`src/rtl/pipeline_pkg.sv`:
```
// Shared types and constants for the pipeline hazard/sequencing logic.
package pipeline_pkg;

    localparam int unsigned REG_ADDR_W = 5;

    typedef enum logic [1:0] {
        BOOT     = 2'd0,
        RUN      = 2'd1,
        REDIRECT = 2'd2,
        MEM_WAIT = 2'd3
    } hz_state_t;

    typedef enum logic [1:0] {
        FWD_RF = 2'b00,
        FWD_W  = 2'b01,
        FWD_M  = 2'b10
    } fwd_sel_t;

endpackage

```
`src/rtl/hazard_ctrl_forward_unit.sv`:
```
// Operand-forward select for one E-stage source register.
// x0 is never forwarded; the younger M result wins over W.
module forward_unit
    import pipeline_pkg::*;
#(
    parameter int unsigned ADDR_W = 5
) (
    input  logic [ADDR_W-1:0] i_rs,
    input  logic [ADDR_W-1:0] i_rd_m,
    input  logic [ADDR_W-1:0] i_rd_w,
    input  logic              i_reg_write_m,
    input  logic              i_reg_write_w,
    output fwd_sel_t          o_sel
);

    // Pick the most recent in-flight producer of i_rs.
    always_comb begin
        o_sel = FWD_RF;
        if (i_rs != '0) begin
            if (i_reg_write_m && (i_rd_m == i_rs)) begin
                o_sel = FWD_M;
            end else if (i_reg_write_w && (i_rd_w == i_rs)) begin
                o_sel = FWD_W;
            end
        end
    end

endmodule

```
`src/rtl/hazard_ctrl.sv`:
```
// Central hazard/sequencing controller for the 5-stage pipeline:
// stalls, flushes, operand forwarding and a saturating stall counter.
module hazard_ctrl #(
    parameter int unsigned REG_ADDR_W       = pipeline_pkg::REG_ADDR_W,
    parameter int unsigned BOOT_BUBBLES     = 1,
    parameter int unsigned REDIRECT_BUBBLES = 1,
    parameter int unsigned CNT_W            = 32
) (
    input  logic                  clk,
    input  logic                  rst_n,
    input  logic [REG_ADDR_W-1:0] rs1_d,
    input  logic [REG_ADDR_W-1:0] rs2_d,
    input  logic [REG_ADDR_W-1:0] rs1_e,
    input  logic [REG_ADDR_W-1:0] rs2_e,
    input  logic [REG_ADDR_W-1:0] rd_e,
    input  logic [REG_ADDR_W-1:0] rd_m,
    input  logic [REG_ADDR_W-1:0] rd_w,
    input  logic                  load_e,
    input  logic                  reg_write_m,
    input  logic                  reg_write_w,
    input  logic                  pc_src_e,
    input  logic                  mem_req_m,
    input  logic                  mem_ready_m,
    output logic                  stall_f,
    output logic                  stall_d,
    output logic                  stall_e,
    output logic                  stall_m,
    output logic                  flush_d,
    output logic                  flush_e,
    output logic [1:0]            fwd_a_e,
    output logic [1:0]            fwd_b_e,
    output logic [CNT_W-1:0]      stall_cycles
);

    import pipeline_pkg::*;

    localparam int unsigned BB_MAX = (BOOT_BUBBLES > REDIRECT_BUBBLES) ? BOOT_BUBBLES : REDIRECT_BUBBLES;
    localparam int unsigned BB_W   = ($clog2(BB_MAX + 1) < 1) ? 1 : $clog2(BB_MAX + 1);

    localparam logic [BB_W-1:0]  BOOT_CNT  = BB_W'(BOOT_BUBBLES);
    localparam logic [BB_W-1:0]  REDIR_CNT = BB_W'(REDIRECT_BUBBLES);
    localparam logic [BB_W-1:0]  CNT_ONE   = BB_W'(1);
    localparam logic [CNT_W-1:0] PERF_ONE  = CNT_W'(1);
    localparam hz_state_t        RST_STATE = (BOOT_BUBBLES == 0) ? RUN : BOOT;

    hz_state_t        r_state;
    hz_state_t        r_saved;
    logic [BB_W-1:0]  r_cnt;
    logic [CNT_W-1:0] r_stall_cycles;

    hz_state_t        w_state_nxt;
    hz_state_t        w_saved_nxt;
    hz_state_t        w_eff_state;
    logic [BB_W-1:0]  w_cnt_nxt;
    logic             w_mem_stall;
    logic             w_load_use;
    fwd_sel_t         w_fwd_a;
    fwd_sel_t         w_fwd_b;

    assign w_mem_stall = mem_req_m && !mem_ready_m;
    assign w_load_use  = load_e && (rd_e != '0) && ((rd_e == rs1_d) || (rd_e == rs2_d));

    forward_unit #(.ADDR_W(REG_ADDR_W)) u_fwd_a (
        .i_rs          (rs1_e),
        .i_rd_m        (rd_m),
        .i_rd_w        (rd_w),
        .i_reg_write_m (reg_write_m),
        .i_reg_write_w (reg_write_w),
        .o_sel         (w_fwd_a)
    );

    forward_unit #(.ADDR_W(REG_ADDR_W)) u_fwd_b (
        .i_rs          (rs2_e),
        .i_rd_m        (rd_m),
        .i_rd_w        (rd_w),
        .i_reg_write_m (reg_write_m),
        .i_reg_write_w (reg_write_w),
        .o_sel         (w_fwd_b)
    );

    assign fwd_a_e      = w_fwd_a;
    assign fwd_b_e      = w_fwd_b;
    assign stall_cycles = r_stall_cycles;

    // A released memory wait behaves, in that same cycle, exactly like the state it interrupted,
    // so a redirect or load-use held in E is acted on as the pipeline starts moving again.
    always_comb begin
        w_eff_state = r_state;
        if ((r_state == MEM_WAIT) && !w_mem_stall) begin
            w_eff_state = r_saved;
        end
    end

    // Next-state and stall/flush decode; outputs forced to the reset pattern while rst_n is low.
    always_comb begin
        stall_f     = 1'b0;
        stall_d     = 1'b0;
        stall_e     = 1'b0;
        stall_m     = 1'b0;
        flush_d     = 1'b0;
        flush_e     = 1'b0;
        w_state_nxt = w_eff_state;
        w_saved_nxt = r_saved;
        w_cnt_nxt   = r_cnt;

        unique case (w_eff_state)
            BOOT: begin
                flush_d = 1'b1;
                if (r_cnt <= CNT_ONE) begin
                    w_state_nxt = RUN;
                    w_cnt_nxt   = '0;
                end else begin
                    w_cnt_nxt   = r_cnt - CNT_ONE;
                end
            end
            RUN: begin
                if (w_mem_stall) begin
                    {stall_f, stall_d, stall_e, stall_m} = '1;
                    w_state_nxt = MEM_WAIT;
                    w_saved_nxt = RUN;
                end else if (pc_src_e) begin
                    flush_d = 1'b1;
                    flush_e = 1'b1;
                    if (REDIRECT_BUBBLES > 0) begin
                        w_state_nxt = REDIRECT;
                        w_cnt_nxt   = REDIR_CNT;
                    end
                end else if (w_load_use) begin
                    stall_f = 1'b1;
                    stall_d = 1'b1;
                    flush_e = 1'b1;
                end
            end
            REDIRECT: begin
                if (w_mem_stall) begin
                    {stall_f, stall_d, stall_e, stall_m} = '1;
                    w_state_nxt = MEM_WAIT;
                    w_saved_nxt = REDIRECT;
                end else begin
                    flush_d = 1'b1;
                    if (r_cnt <= CNT_ONE) begin
                        w_state_nxt = RUN;
                        w_cnt_nxt   = '0;
                    end else begin
                        w_cnt_nxt   = r_cnt - CNT_ONE;
                    end
                end
            end
            MEM_WAIT: begin
                {stall_f, stall_d, stall_e, stall_m} = '1;
            end
            default: begin
                w_state_nxt = BOOT;
            end
        endcase

        if (!rst_n) begin
            {stall_f, stall_d, stall_e, stall_m} = '0;
            flush_d = 1'b1;
            flush_e = 1'b1;
        end
    end

    // State, bubble counter and saturating stall counter.
    always_ff @(posedge clk) begin
        if (!rst_n) begin
            r_state        <= RST_STATE;
            r_saved        <= RUN;
            r_cnt          <= BOOT_CNT;
            r_stall_cycles <= '0;
        end else begin
            r_state <= w_state_nxt;
            r_saved <= w_saved_nxt;
            r_cnt   <= w_cnt_nxt;
            if (stall_f && (r_stall_cycles != '1)) begin
                r_stall_cycles <= r_stall_cycles + PERF_ONE;
            end
        end
    end

endmodule
```
`config.mk`:
```
export PLATFORM = sky130hd
export DESIGN_NAME = hazard_ctrl
export DESIGN_NICKNAME = d
export VERILOG_FILES = /design/src/rtl/pipeline_pkg.sv /design/src/rtl/hazard_ctrl_forward_unit.sv /design/src/rtl/hazard_ctrl.sv
export SDC_FILE = /design/constraint.sdc
export NUM_CORES = 1
export LEC_CHECK = 0
export ABC_CLOCK_PERIOD_IN_PS = 3310
export CAP_MARGIN = 20
export CELL_PAD_IN_SITES_DETAIL_PLACEMENT = 0
export CELL_PAD_IN_SITES_GLOBAL_PLACEMENT = 1
export CORE_AREA = 2 2 106 57
export CTS_BUF_LIST = sky130_fd_sc_hd__clkbuf_4
export DETAILED_ROUTE_END_ITERATION = 10
export DIE_AREA = 0 0 108 59
export DONT_BUFFER_PORTS = 1
export HOLD_SLACK_MARGIN = 0.15
export PLACE_DENSITY = 0.76
export SLEW_MARGIN = 40
export SYNTH_ARGS = -nofsm -noshare
export SYNTH_HDL_FRONTEND = slang
export SYNTH_SLANG_ARGS = --single-unit
```
`constraint.sdc`:
```
create_clock -name clk -period 3.31 [get_ports clk]
set_input_delay 0.331 -clock clk [delete_from_list [all_inputs] [get_ports clk]]
set_output_delay 0.331 -clock clk [all_outputs]
set_load 0.05 [all_outputs]
```
==> results by stage <==
Status:
- The flow ran to the end, and the final reports show no timing, DRC or antenna violations.

STA:
- Of the available clock period, the critical path in the final layout requires 0.914.
- Clock skew on the completed layout was measured at 11.3 ps.
- The number of max-slew violations in the final report is 0.
- The final hold violation count is 0.
- Setup repair after global routing left no endpoint under its margin.
- The slew at the pin closest to its max-slew limit is 883 ps.
- The total negative slack is 0 ps.
- The headroom to the max-slew limit is 0.409.
- The highest clock rate is 331 MHz.
- The final critical delay including setup and external delays is 3020 ps.
- The number of failing setup endpoints in the final timing report is 0.

Floorplan:
- The number of placement rows is 19.
- The core region area is 5350 µm².
- The die extent in x is 108 µm.
- The die area is 6370 µm².
- The starting density of the core is 0.462.
- The number of primary I/O pins is 85.
- The die is 59 µm tall.

Clock tree:
- The clock passes through at most 2 buffers.
- The tree built by TritonCTS fans out to 36 sinks.
- The buffer type at the clock tree root is sky130_fd_sc_hd__clkbuf_4.
- The number of buffers created by CTS is 5.
- TritonCTS built the clock tree.
- The clock tree synthesis step divided the H-tree into 2 levels.
- The clock-pin slew on the worst setup and hold paths is 110 ps.
- The post-CTS repair timing setup buffer count is 0.
- The clock latency at the later pin of the worst-skew pair is 350 ps.

Run:
- Across the run, the number of max-cap violations was 0.

Global routing:
- The number of antenna violations at the first check in global routing is 0.
- The number of global-route vias before repair is 2,207.
- For this run, the total global-route usage over all layers was measured as 0.200.
- The total overflow reported by the global router is 0.
- The maximum number of pins on one net before global-route repair is 34.
- The global-route wire length before repair is 10.2 mm.

Worst setup path:
- The most critical setup path has its startpoint at r_saved[1].
- The endpoint identified for the worst register-to-register timing path is stall_cycles[26].
- Counting cells, the worst reg-to-reg path comes to 9.
- Across all register-to-register paths, the minimum setup slack is 350 ps.
- The endpoint required time on the critical path is 2980 ps.
- The signal arrival time at the worst endpoint is 2690 ps.
- The reg-to-reg startpoint is r_saved[1].
- The maximum fanout along the worst path is 11.
- STA classifies the critical path startpoint as a register.
- The setup path with the least slack is of type reg2out.
- STA classifies the critical path endpoint as an output pin.
- Following the worst setup path forward leads to its endpoint at stall_d.

Drt:
- The first detailed-routing pass took 4 iterations.
- The detailed-route wire length is 6.29 mm.
- The count of nets left with antenna violations after detail routing is 0.
- The total via count in the routed design is 2,297.
- The number of remaining DRC errors is 0.
- Using the TritonRoute via totals, the vias-per-cell ratio works out to 5.95.
- In this run, the number of DRC markers left after iteration 0 of detailed routing was 171.
- Dividing the detail-routed wire length by the instance count gives 16.3 µm.

Synthesis:
- The sequential cell area fraction in the yosys report is 0.291.
- Averaged over all synthesized cells, the footprint is 8.30 µm².
- Synthesis inferred 36 register bits.
- The number of different library cells used by synthesis comes to 46.
- The yosys synthesis warning count is 0.
- The predominant post-synthesis flop cell is sky130_fd_sc_hd__dfxtp_1.
- In the synthesized netlist the async set-or-reset flop fraction comes to 0.
- The cell area after synthesis is 2470 µm².
- The count of mapped cells out of synthesis is 298.
- Counting every net in the synthesized netlist gives 346.
- The number of synthesized flops with an enable pin is 0.

Placement:
- Once placement finished, the instance area stood at 2660 µm².
- The count of input and output buffers is 0.
- The placer's final routability congestion estimate is 0.789.
- Summed over all nets, the half-perimeter wirelength after detailed placement is 4.37 mm.

Hold path:
- The worst min-delay path class is in2reg.
- The depth of the worst hold-timing path is 3.

Finish:
- Summing all multi-input logic gate instances after layout gives 1660 µm².
- The utilization after layout is 0.513.
- Compared with the post-synthesis result, the final layout area differs by 10.9%.
- The area of all placed cells without fillers is 2740 µm².
- The total of fill cells in the finished design is 526.
- The sequential cell area in the final layout is 721 µm².
- The share of post-route cells with drive strength above 1 is 0.141.
- 0 antenna diodes ended up in the layout.
- The final layout contains 360 nets.

Power and ir drop:
- For this design the static power due to leakage is 0.903 nW.
- In this run the power density over the cells is 303 nW/µm².
- VDD sags by at most 0.122 mV.
## synthesized netlist by cell type, types with 2 or more instances
master / n / area (µm²)
sky130_fd_sc_hd__nor4b_2: 3 / 45.0
sky130_fd_sc_hd__o31ai_1: 12 / 90.1
sky130_fd_sc_hd__and2_1: 3 / 18.8
sky130_fd_sc_hd__buf_6: 2 / 22.5
sky130_fd_sc_hd__buf_2: 3 / 15.0
sky130_fd_sc_hd__nand4_1: 12 / 75.1
sky130_fd_sc_hd__o31a_1: 2 / 17.5
sky130_fd_sc_hd__nor2_1: 12 / 45.0
sky130_fd_sc_hd__inv_1: 6 / 22.5
sky130_fd_sc_hd__or4_1: 15 / 113
sky130_fd_sc_hd__or3_1: 9 / 56.3
sky130_fd_sc_hd__xnor2_1: 22 / 193
sky130_fd_sc_hd__o21ai_0: 17 / 85.1
sky130_fd_sc_hd__and4_1: 4 / 35.0
sky130_fd_sc_hd__nor3b_1: 2 / 15.0
sky130_fd_sc_hd__nand3_1: 12 / 60.1
sky130_fd_sc_hd__nor3_1: 2 / 10.0
sky130_fd_sc_hd__nand2_1: 29 / 109
sky130_fd_sc_hd__nand2b_1: 8 / 50.1
sky130_fd_sc_hd__xor2_1: 8 / 70.1
sky130_fd_sc_hd__a21oi_1: 29 / 145
sky130_fd_sc_hd__dfxtp_1: 36 / 721
sky130_fd_sc_hd__mux2i_1: 9 / 90.1
sky130_fd_sc_hd__nor4b_1: 2 / 17.5
sky130_fd_sc_hd__clkbuf_1: 5 / 18.8
sky130_fd_sc_hd__ha_1: 5 / 62.6
sky130_fd_sc_hd__nor4_1: 3 / 18.8
sky130_fd_sc_hd__buf_4: 4 / 30.0
sky130_fd_sc_hd__nor2b_1: 3 / 18.8
sky130_fd_sc_hd__nand4_2: 2 / 25.0
sky130_fd_sc_hd__and3_1: 2 / 12.5
## kinds of logic after synthesis
kind of cell               synth area share
and+or+nand+nor                       0.320
AOI/OAI and AO/OA                     0.173
DFF                                   0.291
xor gates and xnor gates              0.106
buffers and inverters                0.0476
muxes                                0.0364
adders and majority gates            0.0253
## power by group
group | total [W] | switching (W) | leakage (nW) | internal, W
registers | 0.000442 | 0.00000466 | 0.290 | 0.000438
logic | 0.000150 | 0.0000879 | 0.581 | 0.0000623
clock network | 0.000237 | 0.000159 | 0.0324 | 0.0000780
## per-stage QoR
step           setup WS (ps)  power (W)  hold slack [ps]  instances
2_1_floorplan            486   0.000570              447        298
3_3_place_gp             435   0.000591              421        375
3_5_place_dp             278   0.000593              420        375
4_1_cts                  217   0.000831              266        385
5_1_grt                  108   0.000872              282        386
6_report                 286   0.000830              277        386
## layout by cell type (no fill, tap or decap), drive strengths merged, types with 4 or more instances in the layout
master	synthesis	final
buf	9	19
mux2i	9	9
nand3	12	12
dfxtp	36	36
nand2	29	29
inv	7	7
a21oi	29	29
and4	4	4
nor2	12	12
ha	5	5
nand2b	8	8
xor2	8	8
or4	15	15
o21ai	17	17
o31ai	12	12
nand4	14	14
nor4	4	4
or3	9	9
nor4b	5	5
xnor2	22	22
clkbuf	6	5
## per-layer routing
metal | track usage | wire length, µm | vias up
met5 | 0 | 0 | -
li1 | - | - | 1142
met2 | 0.344 | 2780 | 89
met4 | 0.0623 | 62 | 0
met3 | 0.0538 | 549 | 7
met1 | 0.250 | 2890 | 1059
## what timing repair did
item / in CTS / in global routing
setup endpoints to repair: 0 / 2
hold buffers: 2 / 0
gates resized for setup: 0 / 1
endpoints found under the hold margin: 11 / 0
## flip-flops by register name (all words and copies together) (netlist names)
name,count
r_state,2
r_saved,2
stall_cycles,32
## how the worst min path moves through the flow
stage               start    endpoint
5_1_grt          pc_src_e  r_state[0]
6_report         pc_src_e  r_state[0]
3_3_place_gp        rst_n  r_saved[0]
3_5_place_dp        rst_n  r_saved[0]
4_1_cts          pc_src_e  r_state[0]
2_1_floorplan  r_saved[1]  r_saved[1]
## final cells by class
class	count	share of cell area
well taps	73	0.0333
repair buffers	21	0.0685
clock inverters	3	0.00502
clock buffers	5	0.0137
inverters	7	0.00958
flip-flops and latches	36	0.263
multi-input cells	241	0.607
## critical path, cell delays in order, from the launching register on
cell	delay (ps)
sky130_fd_sc_hd__dfxtp_1	330
sky130_fd_sc_hd__nand2b_1	130
sky130_fd_sc_hd__o21ai_1	270
sky130_fd_sc_hd__ha_1	330
sky130_fd_sc_hd__nor2b_1	180
sky130_fd_sc_hd__nor2b_1	460
sky130_fd_sc_hd__a31oi_4	260
sky130_fd_sc_hd__inv_2	180
sky130_fd_sc_hd__buf_12	190
Note: power is estimated with default switching activity, not from simulation.
